===== config.mk =====
export PLATFORM = sky130hd
export DESIGN_NAME = dmem_arbiter
export DESIGN_NICKNAME = d
export VERILOG_FILES = /design/src/rtl/dmem_arbiter.sv
export SDC_FILE = /design/constraint.sdc
export NUM_CORES = 1
export LEC_CHECK = 0
export CAP_MARGIN = 25
export CORE_AREA = 2 2 118 120
export CTS_BUF_LIST = sky130_fd_sc_hd__clkbuf_4
export DETAILED_ROUTE_END_ITERATION = 7
export DIE_AREA = 0 0 120 122
export GPL_ROUTABILITY_DRIVEN = 0
export PLACE_DENSITY = 0.75
export SYNTH_ARGS = -nofsm -noshare
export SYNTH_HDL_FRONTEND = slang
export SYNTH_SLANG_ARGS = --single-unit

===== constraint.sdc =====
create_clock -name clk -period 2.3 [get_ports clk]
set_input_delay 0.69 -clock clk [delete_from_list [all_inputs] [get_ports clk]]
set_output_delay 0.69 -clock clk [all_outputs]
set_load 0.1 [all_outputs]

===== src/rtl/dmem_arbiter.sv =====
// Two-master data-memory arbiter: M0 (pipeline) has priority, M1 (DMA/loader) gets a
// starvation override. Out-of-range accesses are blocked from the RAM and flagged on err.
module dmem_arbiter #(
   parameter int unsigned              ADDRESS_WIDTH = 32,
   parameter int unsigned              DATA_WIDTH    = 32,
   parameter logic [ADDRESS_WIDTH-1:0] ADDR_LO       = 32'h0,
   parameter logic [ADDRESS_WIDTH-1:0] ADDR_HI       = 32'h1FFFF,
   parameter int unsigned              STARVE_LIMIT  = 4
) (
   input  logic                     clk,
   input  logic                     rst_n,
   input  logic                     m0_req,
   input  logic                     m0_we,
   input  logic [ADDRESS_WIDTH-1:0] m0_addr,
   input  logic [DATA_WIDTH-1:0]    m0_wdata,
   output logic                     m0_gnt,
   output logic                     m0_rvalid,
   output logic [DATA_WIDTH-1:0]    m0_rdata,
   input  logic                     m1_req,
   input  logic                     m1_we,
   input  logic [ADDRESS_WIDTH-1:0] m1_addr,
   input  logic [DATA_WIDTH-1:0]    m1_wdata,
   output logic                     m1_gnt,
   output logic                     m1_rvalid,
   output logic [DATA_WIDTH-1:0]    m1_rdata,
   output logic                     mem_we,
   output logic [ADDRESS_WIDTH-1:0] mem_a,
   output logic [DATA_WIDTH-1:0]    mem_wd,
   input  logic [DATA_WIDTH-1:0]    mem_rd,
   output logic                     err
);

   localparam logic [3:0] WAIT_MAX = 4'(STARVE_LIMIT);

   logic [3:0]               wait_cnt;
   logic                     m1_starving;
   logic                     granted;
   logic                     sel_we;
   logic [ADDRESS_WIDTH-1:0] sel_addr;
   logic                     lo_ok;
   logic                     in_range;
   logic [DATA_WIDTH-1:0]    rd_data;

   // Grants are gated by rst_n so nothing is accepted while reset is held.
   assign m1_starving = m1_req && (wait_cnt == WAIT_MAX);
   assign m0_gnt      = rst_n && m0_req && !m1_starving;
   assign m1_gnt      = rst_n && m1_req && (!m0_req || m1_starving);
   assign granted     = m0_gnt || m1_gnt;

   assign sel_addr = m1_gnt ? m1_addr : m0_addr;
   assign sel_we   = m1_gnt ? m1_we : m0_we;
   assign mem_a    = sel_addr;
   assign mem_wd   = m1_gnt ? m1_wdata : m0_wdata;

   // A zero lower bound is always met; skip the compare rather than test unsigned >= 0.
   if (ADDR_LO == '0) begin : g_lo_zero
      assign lo_ok = 1'b1;
   end else begin : g_lo_cmp
      assign lo_ok = (sel_addr >= ADDR_LO);
   end

   assign in_range = lo_ok && (sel_addr <= ADDR_HI);
   assign mem_we   = granted && sel_we && in_range;
   assign rd_data  = in_range ? mem_rd : '0;

   always_ff @(posedge clk or negedge rst_n) begin
      if (!rst_n) begin
         m0_rvalid <= 1'b0;
         m1_rvalid <= 1'b0;
         m0_rdata  <= '0;
         m1_rdata  <= '0;
         err       <= 1'b0;
         wait_cnt  <= '0;
      end else begin
         m0_rvalid <= m0_gnt && !m0_we;
         m1_rvalid <= m1_gnt && !m1_we;
         if (m0_gnt && !m0_we) begin
            m0_rdata <= rd_data;
         end
         if (m1_gnt && !m1_we) begin
            m1_rdata <= rd_data;
         end
         err <= granted && !in_range;
         if (m1_req && !m1_gnt) begin
            if (wait_cnt != WAIT_MAX) begin
               wait_cnt <= wait_cnt + 4'd1;
            end
         end else begin
            wait_cnt <= '0;
         end
      end
   end

endmodule


==> impl_metrics.env <==
export IMPL_status="finished, violations left"
export IMPL_violations="setup timing"
export IMPL_yosys_warnings=0
export IMPL_cts_max_level=3
export IMPL_crit_fanout=2
export IMPL_finalSetupTns_ps=-37890
export IMPL_cp_data_required_time_ps=1610
export IMPL_hold_ws_ps=495
export IMPL_grt_max_degree=73
export IMPL_dp_hpwl_mm=13.1
export IMPL_syn_instance_count=401
export IMPL_crit_end="mem_we"
export IMPL_hold_viol=0
export IMPL_place_area_um2=8110
export IMPL_irDropWorstVdd_v=0.000240
export IMPL_cts_tree="done"
export IMPL_synthXorXnorAreaFrac=0.00223
export IMPL_clk_path_buf_depth=2
export IMPL_p_per_area_nw_per_um2=446
export IMPL_synthAdderAreaFrac=0.00638
export IMPL_stdcell_area_um2=8590
export IMPL_start_kind="primary input"
export IMPL_root_buffer="clkbuf_4"
export IMPL_syn_avg_cell_area_um2=9.78
export IMPL_vias=4337
export IMPL_ios=300
export IMPL_std_cell_rows=43
export IMPL_rrSetupSlack_ps=80
export IMPL_fp_dieArea_um2=14600
export IMPL_fmax_ghz=0.341
export IMPL_startpoint="m0_addr[21]"
export IMPL_period_minus_slack_ps=2930
export IMPL_vias_per_cell=4.66
export IMPL_numPlacedInstances=891
export IMPL_instances_no_fill=930
export IMPL_hold_buffers=0
export IMPL_timing_final_crit_share=1.27
export IMPL_ant_nets=0
export IMPL_drc=0
export IMPL_synth_area_top_cells="dfrtp_1 45%, nand2_1 13%, mux2_2 9.8%"
export IMPL_fin_ws_ps=-629
export IMPL_final_cell_mix="135 x clkdlybuf4s50_1, 130 x nand2_1, 112 x buf_4"
export IMPL_r2r_start="wait_cnt[1]"
export IMPL_reg2regPathDepth=13
export IMPL_drt_pass1_iter_count=4
export IMPL_synth_top_family_by_area="multiplexers"
export IMPL_synth_compound_area_frac=0.126
export IMPL_antenna_found_initial=1
export IMPL_die_w_um=120
export IMPL_r2r_end="m0_rdata[21]"
export IMPL_hold_class="reg -> reg"
export IMPL_drv_cap=0
export IMPL_syn_nets=569
export IMPL_start_util=0.290
export IMPL_setup_viol=67
export IMPL_yosys_area_top_type="dfrtp_1"
export IMPL_ys_seq_area_frac=0.453
export IMPL_netlist_area_um2=3920
export IMPL_worst_pin_slew_ps=910
export IMPL_grt_pass1_vias=4538
export IMPL_areaGrowthSynthToFinish_pct=119
export IMPL_grt_pass1_wl_mm=24.8
export IMPL_overflow=0
export IMPL_routedWlPerCell_um=18.2
export IMPL_cts_sinks=71
export IMPL_rsz0062_at_grt="true"
export IMPL_insertion_delay_ps=420
export IMPL_crit_path_end_kind="primary output"
export IMPL_relSlewSlack=0.393
export IMPL_ys_seq_elements=71
export IMPL_skew_ps=28.0
export IMPL_dr_first_iter_drc_count=267
export IMPL_track_usage=0.221
export IMPL_cts_inserted_buffers=9
export IMPL_layout_drive_gt1_share=0.445
export IMPL_die_h_um=122
export IMPL_antenna_cells=0
export IMPL_layout_commonest_cell="clkdlybuf4s50_1"
export IMPL_path_clk_slew_ps=110
export IMPL_nNetsFinal=913
export IMPL_core_area_um2=13500
export IMPL_port_buffers=299
export IMPL_drt_total_wl_mm=17.0
export IMPL_synthMuxAreaShare=0.188
export IMPL_cp_data_arrival_time_ps=2240
export IMPL_netlist_area_leader_share=0.453
export IMPL_critical_path_class="in -> out"
export IMPL_drv_slew=0
export IMPL_synth_simple_area_share=0.169
export IMPL_p_leak_nw=3.97
export IMPL_yosysUniqueCellTypes=31
-- worst min-delay path by stage --
stage,depth (start not counted),startpoint,endpoint,slack (ps)
after detailed placement,2,m0_rdata[13],m0_rdata[13],470
final,2,m0_rdata[13],m0_rdata[13],490
after global placement,2,m0_rdata[28],m0_rdata[28],460
after CTS,2,m0_rdata[13],m0_rdata[13],490
after global routing,2,m0_rdata[17],m0_rdata[17],510
after floorplan,0,rst_n,err,390
-- critical path: stages --
cell and delay, ps:
clkdlybuf4s50_1 450, nor3_2 210, nand4_1 170, mux2_4 330, o21ai_4 190, buf_12 200
-- registers in the layout, summed over array words and instances, names as in the netlist --
name and flops:
err 1, m0_rdata 32, m0_rvalid 1, m1_rdata 32, m1_rvalid 1, wait_cnt 4
-- area by class of cell --
class                      instances  area [um2]
fill                            1074        4910
timing repair buffer             360        4160
multi-input combinational        298        2280
sequential                        71        1780
tap                              180         225
clock buffer                       9        67.6
clock inverter                     7        63.8
inverter                           5        18.8
-- logic make-up (layout without fill, tap and decap cells) --
| family | count (synthesis) | count (layout) |
|---|---|---|
| simple gates | 158 | 158 |
| compound gates | 72 | 72 |
| flops | 71 | 71 |
| mux | 65 | 65 |
| buf+inv | 32 | 381 |
| fa+ha+maj | 2 | 2 |
| xor+xnor | 1 | 1 |
-- power by group --
group | switching, mW | internal [mW] | leakage, nW
logic | 1.01 | 0.809 | 2.91
registers | 0.00464 | 1.26 | 0.988
clock network | 0.433 | 0.322 | 0.0708
total | 1.45 | 2.39 | 3.97
-- stage by stage --
step | util | total power [mW] | worst slack, ps
floorplan | - | 2.22 | -474
global placement | 0.601 | 3.03 | -732
detailed placement | 0.601 | 3.05 | -719
CTS | 0.629 | 3.84 | -657
global route | 0.636 | 3.97 | -725
finish | 0.636 | 3.83 | -629
-- metal layers --
metal / part of all wire / track usage / vias to the layer above
li1: - / - / 2064
met2: 0.55 / 0.419 / 198
met3: 0.078 / 0.0679 / 22
met4: 0.015 / 0.0596 / 2
met5: 0.00077 / 0 / -
met1: 0.35 / 0.237 / 2051
-- what timing repair did --
item,in CTS,in global routing
gates cloned,4,3
pin swaps,6,14
gates resized for setup,27,49
buffers inserted,16,6
setup endpoints to repair,67,91
-- synth_stat cells --
master    number
nand2_1      132
ha_1           2
nor2_1         4
mux2_4         1
nand4_1        2
nand3b_4       1
a21oi_4        1
o21ai_0        4
nor2b_1        1
dfrtp_1       71
nand2b_1       2
buf_4          6
a21oi_1        2
mux2_2        34
nand3_1        3
xnor2_1        1
and4_1         1
clkbuf_1       4
nor4_1         6
mux2_1        30
nand4b_1       2
o21ai_1       32
buf_2          8
nor3_1         3
a211o_1        1
a21boi_0       1
buf_6          9
and3_1         1
o21ai_2       30
a32oi_1        1
inv_1          5
(Power assumes the default switching activity.)
